===== src/rtl/rtc_bus_responder.sv =====
// Responder end of the V3023-style RTC multiplexed bus: address/data phase decode,
// a 16 x 8-bit register file and a BCD seconds/minutes/hours chain driven by a prescaler.
module rtc_bus_responder #(
    parameter int TICK_DIV = 100000000,
    parameter int DIV_W    = 27
) (
    input  logic       clk,
    input  logic       reset,
    input  logic       AD,
    input  logic       CS,
    input  logic       RD,
    input  logic       WR,
    input  logic [7:0] bus_in,
    output logic [7:0] bus_out,
    output logic       bus_oe,
    output logic       tick,
    output logic       err
);

    typedef enum logic [1:0] {IDLE, ADDR, WDATA, RDATA} state_t;

    localparam logic [DIV_W-1:0] DIV_LAST = DIV_W'(TICK_DIV - 1);

    state_t state;
    state_t state_next;

    logic       ad_q;
    logic       cs_q;
    logic       rd_q;
    logic       wr_q;
    logic [7:0] bus_q;

    logic       sel;
    logic       rd_act;
    logic       wr_act;
    logic       violation;
    logic       locked;

    logic [7:0] addr;
    logic [7:0] addr_shadow;
    logic [7:0] data_shadow;
    logic [7:0] regs [16];

    logic [DIV_W-1:0] presc;
    logic             tick_pending;

    logic addr_cap;
    logic data_cap;
    logic addr_commit;
    logic data_commit;
    logic read_latch;
    logic wr_hit;
    logic time_hit;
    logic apply_tick;

    logic [8:0] sec_inc;
    logic [8:0] min_inc;
    logic [8:0] hr_inc;

    // Returns {carry, next value}; non-BCD values fall through the same rules.
    function automatic logic [8:0] bcd_inc(input logic [7:0] v, input logic [7:0] lim);
        logic [8:0] r;
        if (v >= lim) begin
            r = {1'b1, 8'h00};
        end else if (v[3:0] >= 4'd9) begin
            r = {1'b0, v[7:4] + 4'd1, 4'h0};
        end else begin
            r = {1'b0, v[7:4], v[3:0] + 4'd1};
        end
        return r;
    endfunction

    // RD floats to deasserted unless it is a clean logic 0.
    always_ff @(posedge clk or posedge reset) begin
        if (reset) begin
            ad_q  <= 1'b1;
            cs_q  <= 1'b1;
            rd_q  <= 1'b1;
            wr_q  <= 1'b1;
            bus_q <= 8'h00;
        end else begin
            ad_q  <= AD;
            cs_q  <= CS;
            rd_q  <= (RD === 1'b0) ? 1'b0 : 1'b1;
            wr_q  <= WR;
            bus_q <= bus_in;
        end
    end

    assign sel       = (cs_q == 1'b0);
    assign rd_act    = (rd_q == 1'b0);
    assign wr_act    = (wr_q == 1'b0);
    assign violation = sel && rd_act && wr_act;

    always_ff @(posedge clk or posedge reset) begin
        if (reset) begin
            state <= IDLE;
        end else begin
            state <= state_next;
        end
    end

    always_comb begin
        state_next = state;
        if (violation) begin
            state_next = IDLE;
        end else begin
            case (state)
                IDLE: begin
                    if (sel && !locked) begin
                        if (!ad_q && wr_act) begin
                            state_next = ADDR;
                        end else if (ad_q && wr_act && !rd_act) begin
                            state_next = WDATA;
                        end else if (ad_q && rd_act && !wr_act) begin
                            state_next = RDATA;
                        end
                    end
                end
                ADDR:    if (!sel) state_next = IDLE;
                WDATA:   if (!sel) state_next = IDLE;
                RDATA:   if (!sel || !rd_act) state_next = IDLE;
                default: state_next = IDLE;
            endcase
        end
    end

    always_comb begin
        bus_oe = 1'b0;
        if (state == RDATA && sel && rd_act && !wr_act) begin
            bus_oe = 1'b1;
        end
    end

    // After a violation, no new access is decoded until CS has been seen high.
    always_ff @(posedge clk or posedge reset) begin
        if (reset) begin
            locked <= 1'b0;
            err    <= 1'b0;
        end else begin
            err <= violation && !locked;
            if (!sel) begin
                locked <= 1'b0;
            end else if (violation) begin
                locked <= 1'b1;
            end
        end
    end

    assign addr_cap    = (state_next == ADDR)  && wr_act;
    assign data_cap    = (state_next == WDATA) && wr_act;
    assign addr_commit = (state == ADDR)  && !sel;
    assign data_commit = (state == WDATA) && !sel;
    assign read_latch  = (state == IDLE)  && (state_next == RDATA);

    always_ff @(posedge clk or posedge reset) begin
        if (reset) begin
            addr        <= 8'h00;
            addr_shadow <= 8'h00;
            data_shadow <= 8'h00;
            bus_out     <= 8'h00;
        end else begin
            if (addr_cap) begin
                addr_shadow <= bus_q;
            end
            if (data_cap) begin
                data_shadow <= bus_q;
            end
            if (addr_commit) begin
                addr <= addr_shadow;
            end
            if (read_latch) begin
                bus_out <= (addr < 8'h10) ? regs[addr[3:0]] : 8'h00;
            end
        end
    end

    assign tick = (presc == DIV_LAST);

    always_ff @(posedge clk or posedge reset) begin
        if (reset) begin
            presc <= '0;
        end else if (tick) begin
            presc <= '0;
        end else begin
            presc <= presc + 1'b1;
        end
    end

    // A write to the time chain wins over a coincident tick; the tick is replayed next cycle.
    assign wr_hit     = data_commit && (addr < 8'h10);
    assign time_hit   = wr_hit && (addr[3:0] < 4'd3);
    assign apply_tick = (tick || tick_pending) && !time_hit;

    assign sec_inc = bcd_inc(regs[0], 8'h59);
    assign min_inc = bcd_inc(regs[1], 8'h59);
    assign hr_inc  = bcd_inc(regs[2], 8'h23);

    always_ff @(posedge clk or posedge reset) begin
        if (reset) begin
            tick_pending <= 1'b0;
        end else begin
            tick_pending <= (tick || tick_pending) && time_hit;
        end
    end

    always_ff @(posedge clk or posedge reset) begin
        if (reset) begin
            for (int i = 0; i < 16; i++) begin
                regs[i] <= 8'h00;
            end
        end else begin
            if (apply_tick) begin
                regs[0] <= sec_inc[7:0];
                if (sec_inc[8]) begin
                    regs[1] <= min_inc[7:0];
                end
                if (sec_inc[8] && min_inc[8]) begin
                    regs[2] <= hr_inc[7:0];
                end
            end
            if (wr_hit) begin
                regs[addr[3:0]] <= data_shadow;
            end
        end
    end

endmodule


===== config.mk =====
export PLATFORM = sky130hd
export DESIGN_NAME = rtc_bus_responder
export DESIGN_NICKNAME = d
export VERILOG_FILES = /design/src/rtl/rtc_bus_responder.sv
export SDC_FILE = /design/constraint.sdc
export NUM_CORES = 1
export LEC_CHECK = 0
export BUFFER_PORTS_ARGS = -buffer_cell sky130_fd_sc_hd__buf_2
export CAP_MARGIN = 0
export CORE_ASPECT_RATIO = 1.2
export CORE_MARGIN = 4
export CORE_UTILIZATION = 65
export CTS_BUF_LIST = sky130_fd_sc_hd__clkbuf_8
export DETAILED_ROUTE_END_ITERATION = 10
export MAX_ROUTING_LAYER = met4
export PLACE_DENSITY = 0.82
export SYNTH_ARGS = -nofsm -noshare
export SYNTH_HDL_FRONTEND = slang
export SYNTH_SLANG_ARGS = --single-unit

===== constraint.sdc =====
create_clock -name clk -period 13.4 [get_ports clk]
set_clock_uncertainty 0.15 [all_clocks]
set_input_delay 2.68 -clock clk [delete_from_list [all_inputs] [get_ports clk]]
set_output_delay 2.68 -clock clk [all_outputs]
set_load 0.05 [all_outputs]

==> results of run 1 <==
-- layer usage --
layer,global-route usage,part of all wire
met4,0.0814,0.029
met2,0.462,0.53
met5,-,0
met3,0.0395,0.048
met1,0.320,0.40
-- cells in the final DEF (no fill, tap or decap), types with 8 or more instances in the layout --
| master | count |
|---|---|
| buf_2 | 24 |
| a21oi_1 | 15 |
| inv_1 | 39 |
| clkbuf_8 | 36 |
| nand3_1 | 20 |
| nand2b_1 | 8 |
| nand2_1 | 47 |
| mux4_2 | 32 |
| mux2i_1 | 18 |
| o22ai_1 | 10 |
| nor3_1 | 9 |
| xor2_1 | 11 |
| nor2_1 | 50 |
| o21ai_0 | 14 |
| mux2_2 | 137 |
| xnor2_1 | 16 |
| dfrtp_1 | 199 |
| ha_1 | 20 |
| nand4_1 | 9 |
-- final cells by class --
cell class / count / area, um2 / area share
well taps: 200 / 250 / 0.0236
flip-flops and latches: 204 / 5110 / 0.482
multi-input cells: 493 / 4400 / 0.415
repair buffers: 29 / 158 / 0.0149
clock buffers: 36 / 495 / 0.0467
inverters: 23 / 93.8 / 0.00884
clock inverters: 20 / 104 / 0.00978
-- worst max path at each step --
stage          cells after the start        end  slack [ns]      from
2_1_floorplan                      1  async pin        5.01     reset
3_3_place_gp                       3    addr[0]        8.80     reset
3_5_place_dp                       3    addr[0]        8.75     reset
4_1_cts                            5       tick        8.37  presc[0]
5_1_grt                            5       tick        8.22  presc[0]
6_report                           5       tick        8.40  presc[0]
-- worst register-to-register path: stages, from the launching register on --
cell	delay, ns
dfrtp_1	0.88
buf_4	0.42
nand4_1	0.30
nor2_1	0.77
mux2_2	0.41
-- through the flow --
stage,hold slack [ns],instance area (um2),utilization,power (mW),std cells
after floorplan,0.298,9710,-,1.13,749
after global placement,0.313,10000,0.689,1.24,949
after detailed placement,0.324,10000,0.689,1.26,949
after CTS,0.336,10600,0.730,1.76,1005
after global routing,0.345,10600,0.730,1.83,1005
final,0.334,10600,0.730,1.74,1005
-- power breakdown --
part,internal (mW),switching (mW)
clock network,0.262,0.225
registers,0.703,0.151
logic,0.194,0.210
total,1.16,0.586
-- cell families after synthesis --
logic type	share of synthesized area
fa+ha+maj	0.0258
xor+xnor	0.0243
simple gates	0.102
compound gates	0.0486
flops	0.526
buf+inv	0.0214
mux	0.252
==> reports/summary.json, run 1 <==
{
  "drt": {
    "dr_total_vias": 6205,
    "vias_per_cell": 6.17,
    "ant_nets": 0,
    "drt-wirelength-per-cell_um": 20.7,
    "drt_pass1_iterations": 5,
    "drc": 0,
    "drt_iter0_markers": 394,
    "routed_wirelength_mm": 20.8
  },
  "timing": {
    "max_slew_margin": 0.380,
    "finalSetupViolCount": 0,
    "period_share": 0.373,
    "finalSetupTns_ns": 0,
    "slew_violations": 0,
    "max_freq_ghz": 0.200,
    "fin_ws_ns": 8.40,
    "grt_setup_unrepaired": "no",
    "final_hold_viol_count": 0,
    "final.min_clock_period_ns": 5.00,
    "max_slew.worst_pin.slew_ns": 0.921
  },
  "synth": {
    "synth.most_common_cell": "dfrtp_1",
    "synth.largest_area_cell": "dfrtp_1",
    "avgSynthCellArea_um2": 13.0,
    "yosys_warnings": 0,
    "synth_edf_count": 0,
    "synth_top_flop_cell": "dfrtp_1",
    "synth.top_cell.area_share": 0.515,
    "synth_async_sr_flop_share": 1.00,
    "ys_ff_latch": 204,
    "synth_area_leaders": "dfrtp_1, mux2_2, mux4_2",
    "netlist_top_cells_count": "dfrtp_1, mux2_2, nor2_1",
    "synth.yosys.seq_area_share": 0.526,
    "ys_types": 62,
    "syn_inst": 749,
    "synth_area_um2": 9710,
    "syn_nets": 783
  },
  "clock_tree": {
    "post_cts_hold_buffer_count": 0,
    "cts_sinks": 204,
    "tritoncts": "built",
    "max-clock-path-buffers": 3,
    "tritoncts.num_buffers": 31,
    "ctsResizeCount": 0,
    "clock-root-buffer": "clkbuf_8",
    "cts_setup_buffers": 0,
    "clk_transition_reported_paths_ns": 0.06,
    "insertion_delay_ns": 0.54,
    "number_of_levels_in_the_clock_h_tree": 1
  },
  "final_layout": {
    "total_nets_final": 816,
    "syn_to_final_growth_pct": 9.26,
    "antenna_cells": 0,
    "num-fill-cells": 967,
    "drive_gt1_frac": 0.322
  },
  "floorplanning": {
    "fp.coreArea_um2": 14500,
    "floorplan.initialDensity": 0.668,
    "floorplan.die.width_um": 120,
    "fp-row-count": 48,
    "die_area_um2": 17000,
    "height_of_the_die_um": 142,
    "pin_count": 25
  },
  "critical_path": {
    "number_of_buffer_and_inverter_instances_along_the_worst_setup_path": 1,
    "max_stage_delay_ns": 0.39,
    "critPathMaxFanout": 5,
    "crit_arrival_ns": 2.17,
    "r2r_setup_slack_ns": 10.35,
    "reg2reg_depth": 4,
    "critical_path.top_delay_family": "simple AND/OR/NAND/NOR gates",
    "start_kind": "register",
    "timing.critical_path.slowest_stage_cell": "dfrtp_1",
    "regToRegStartpoint": "addr[1]",
    "crit_chain": "ha_1, nand3_1, or2_1, nor3_2, buf_2",
    "timing.critical_path.required_ns": 10.57,
    "worst-setup-path-type": "register to output pin",
    "endpoint_kind": "output pin"
  },
  "worst_hold_path": {
    "whs_path_depth": 1,
    "worst_hold_path.endpoint": "presc[24]",
    "hold_path_startpoint": "presc[24]",
    "class_of_the_tightest_hold_or_removal_check": "register to register"
  },
  "placed_design": {
    "placement.setup.worst_slack_ns": 8.75,
    "place.port_buffers": 24,
    "gp_routability_congestion": 0.939,
    "detailedPlacementHpwl_mm": 14.1
  },
  "grt": {
    "grt_overflow": 0,
    "grt_util_all_layers": 0.264,
    "first_global_vias": 6604,
    "antenna_found_initial": 0,
    "grt_first_pass_wirelength_mm": 34.5,
    "largest_net_degree_at_the_start_of_global_routing": 130
  },
  "job": {
    "cap_violations": 0
  },
  "pwr": {
    "power_leakage_nw": 5.06,
    "power_per_cell_area_nw_per_um2": 164,
    "ir_drop_v": 0.000193
  },
  "status": {
    "run_status": "finished clean"
  }
}
Power figures use the tool's default switching activity.
==> inputs of run 2 (changes only) <==
==> constraint.sdc (replaced) <==
create_clock -name clk -period 5.2 [get_ports clk]
set_clock_uncertainty 0.15 [all_clocks]
set_input_delay 1.04 -clock clk [delete_from_list [all_inputs] [get_ports clk]]
set_output_delay 1.04 -clock clk [all_outputs]
set_load 0.05 [all_outputs]
==> reports/summary.json, run 2 (same netlist as run 1, synthesis figures left out) <==
{
  "status": {
    "run_status": "finished clean"
  },
  "drt": {
    "drc": {"value": 0, "change": "unchanged"},
    "routed_wirelength": {"value": 20.3, "unit": "mm", "change": "-2.4%"},
    "drt_pass1_iterations": {"value": 7, "change": "+2"},
    "dr_total_vias": {"value": 6240, "change": "+0.56%"},
    "vias_per_cell": {"value": 6.20, "change": "+0.46%"},
    "ant_nets": {"value": 0, "change": "unchanged"},
    "drt_iter0_markers": {"value": 554, "change": "+41%"},
    "drt-wirelength-per-cell": {"value": 20.2, "unit": "um", "change": "-2.5%"}
  },
  "critical_path": {
    "crit_arrival": {"value": 2.29, "unit": "ns", "change": "+0.12 ns"},
    "timing.critical_path.required": {"value": 4.01, "unit": "ns", "change": "-6.56 ns"},
    "critical_path.top_delay_family": "simple AND/OR/NAND/NOR gates",
    "max_stage_delay": {"value": 0.39, "unit": "ns", "change": "about the same"},
    "timing.critical_path.slowest_stage_cell": "dfrtp_1",
    "r2r_end": "regs[107]",
    "endpoint_kind": "output pin",
    "start_kind": "register",
    "number_of_buffer_and_inverter_instances_along_the_worst_setup_path": {"value": 2, "change": "+1"},
    "critPathMaxFanout": {"value": 18, "change": "+13"},
    "reg2reg_depth": {"value": 7, "change": "+3"},
    "r2r_setup_slack": {"value": 2.26, "unit": "ns", "change": "-8.09 ns"},
    "regToRegStartpoint": "addr[0]",
    "crit_chain": "ha_1, nand3_1, or2_1, nor3_2, buf_4, buf_2",
    "worst-setup-path-type": "register to output pin"
  },
  "final_layout": {
    "syn_to_final_growth_pct": 10.1,
    "instances_no_fill": {"value": 1006, "change": "+0.10%"},
    "total_nets_final": {"value": 819, "change": "+0.37%"},
    "drive_gt1_frac": {"value": 0.334, "change": "+0.0120"},
    "final_area": {"value": 10700, "unit": "um2", "change": "+0.77%"},
    "layout.cells.most_common_list": "dfrtp_1, mux2_2, nor2_1",
    "layout_commonest_cell": "dfrtp_1",
    "num-fill-cells": {"value": 958, "change": "-0.93%"},
    "antenna_cells": {"value": 0, "change": "unchanged"}
  },
  "pwr": {
    "power_leakage": {"value": 5.06, "unit": "nW", "change": "about the same"},
    "power_per_cell_area": {"value": 431, "unit": "nW/um2", "change": "+160%"},
    "ir_drop": {"value": 0.000401, "unit": "V", "change": "+110%"}
  },
  "timing": {
    "slew_violations": {"value": 0, "change": "unchanged"},
    "finalSetupViolCount": {"value": 0, "change": "unchanged"},
    "period_share": 0.670,
    "finalSetupTns": {"value": 0, "unit": "ns", "change": "unchanged"},
    "final_hold_viol_count": {"value": 0, "change": "unchanged"},
    "max_freq_ghz": 0.287,
    "hold_ws": {"value": 0.342, "unit": "ns", "change": "+0.00778 ns"},
    "final.min_clock_period_ns": 3.48,
    "max_slew.worst_pin.slew": {"value": 1.10, "unit": "ns", "change": "+0.179 ns"},
    "grt_setup_unrepaired": "no",
    "max_slew_margin": {"value": 0.266, "change": "-0.114"},
    "fin_ws": {"value": 1.72, "unit": "ns", "change": "-6.69 ns"}
  },
  "clock_tree": {
    "tritoncts": "built",
    "insertion_delay": {"value": 0.52, "unit": "ns", "change": "-0.02 ns"},
    "max-clock-path-buffers": {"value": 3, "change": "unchanged"},
    "tritoncts.num_buffers": {"value": 34, "change": "+9.7%"},
    "cts_sinks": {"value": 204, "change": "unchanged"},
    "clk_transition_reported_paths": {"value": 0.06, "unit": "ns", "change": "about the same"},
    "number_of_levels_in_the_clock_h_tree": {"value": 2, "change": "+1"},
    "post_cts_hold_buffer_count": {"value": 0, "change": "unchanged"},
    "clock-root-buffer": "clkbuf_8",
    "ctsResizeCount": {"value": 0, "change": "unchanged"},
    "cts_setup_buffers": {"value": 0, "change": "unchanged"}
  },
  "job": {
    "cap_violations": {"value": 0, "change": "unchanged"}
  },
  "floorplanning": {
    "fp-row-count": {"value": 48, "change": "unchanged"},
    "pin_count": {"value": 25, "change": "unchanged"},
    "die_area": {"value": 17000, "unit": "um2", "change": "unchanged"},
    "floorplan.die.width": {"value": 120, "unit": "um", "change": "unchanged"},
    "floorplan.initialDensity": {"value": 0.668, "change": "unchanged"},
    "fp.coreArea": {"value": 14500, "unit": "um2", "change": "unchanged"},
    "height_of_the_die": {"value": 142, "unit": "um", "change": "unchanged"}
  },
  "placed_design": {
    "post-place-cells": {"value": 949, "change": "unchanged"},
    "detailedPlacementHpwl": {"value": 13.7, "unit": "mm", "change": "-2.8%"},
    "gp_routability_congestion": {"value": 0.926, "change": "-1.4%"},
    "place.port_buffers": {"value": 24, "change": "unchanged"},
    "placement.setup.worst_slack": {"value": 2.23, "unit": "ns", "change": "-6.52 ns"},
    "placed_inst_area": {"value": 10000, "unit": "um2", "change": "about the same"}
  },
  "grt": {
    "antenna_found_initial": {"value": 0, "change": "unchanged"},
    "grt_first_pass_wirelength": {"value": 33.9, "unit": "mm", "change": "-1.7%"},
    "largest_net_degree_at_the_start_of_global_routing": {"value": 205, "change": "+58%"},
    "first_global_vias": {"value": 6640, "change": "+0.55%"},
    "grt_overflow": {"value": 0, "change": "unchanged"},
    "grt_util_all_layers": {"value": 0.260, "change": "-0.00386"}
  },
  "worst_hold_path": {
    "hold_path_startpoint": "presc[24]",
    "whs_path_depth": {"value": 1, "change": "unchanged"},
    "worst_hold_path.endpoint": "presc[24]",
    "class_of_the_tightest_hold_or_removal_check": "register to register"
  }
}
==> run 2: cell types whose count changed in the layout (fill, tap and decap cells not counted) <==
cell / delta
inv_1: -9
clkbuf_8: +8
clkinvlp_4: +3
buf_12: +1
buf_4: -1
bufinv_16: -1
==> run 2: worst max path at each step <==
stage | start | to | slack (ns) | depth (start not counted)
5_1_grt | presc[0] | tick | 1.59 | 6
3_3_place_gp | presc[0] | tick | 2.29 | 6
2_1_floorplan | reset | async pin | 1.37 | 1
6_report | presc[0] | tick | 1.72 | 6
3_5_place_dp | presc[0] | tick | 2.23 | 6
4_1_cts | presc[0] | tick | 1.69 | 6
==> run 2: worst reg2reg max path, delay by kind of cell, from the launching register on <==
| kind | cells | cell delay [ns] |
|---|---|---|
| buf+inv | 1 | 0.47 |
| flops | 1 | 0.72 |
| simple gates | 4 | 1.04 |
| compound gates | 2 | 0.44 |
==> run 2: routing by layer <==
| metal | wire [um] | up-vias | global-route usage |
|---|---|---|---|
| li1 | - | 2790 | - |
| met1 | 8060 | 3197 | 0.323 |
| met2 | 10500 | 193 | 0.429 |
| met3 | 967 | 60 | 0.0403 |
| met4 | 816 | 0 | 0.113 |
| met5 | 0 | - | - |
==> run 2: report_power, final <==
part           leakage, nW  switching, mW  internal, mW
clock                0.373          0.619         0.759
combinational         1.96          0.517         0.498
sequential            2.73          0.398          1.81
==> run 2: final cells by class <==
| cell class | count | area [um2] | share of cell area |
|---|---|---|---|
| Inverter | 23 | 90.1 | 0.00842 |
| Multi-Input combinational cell | 493 | 4400 | 0.412 |
| Sequential cell | 204 | 5110 | 0.478 |
| Clock inverter | 13 | 66.3 | 0.00620 |
| Clock buffer | 44 | 606 | 0.0566 |
| Tap cell | 200 | 250 | 0.0234 |
| Timing Repair Buffer | 29 | 170 | 0.0159 |
==> run 2: through the flow <==
| stage | utilization | total power, mW |
|---|---|---|
| after floorplan | - | 2.91 |
| after global placement | 0.690 | 3.18 |
| after detailed placement | 0.690 | 3.25 |
| after CTS | 0.736 | 4.62 |
| after global routing | 0.736 | 4.85 |
| final | 0.736 | 4.60 |
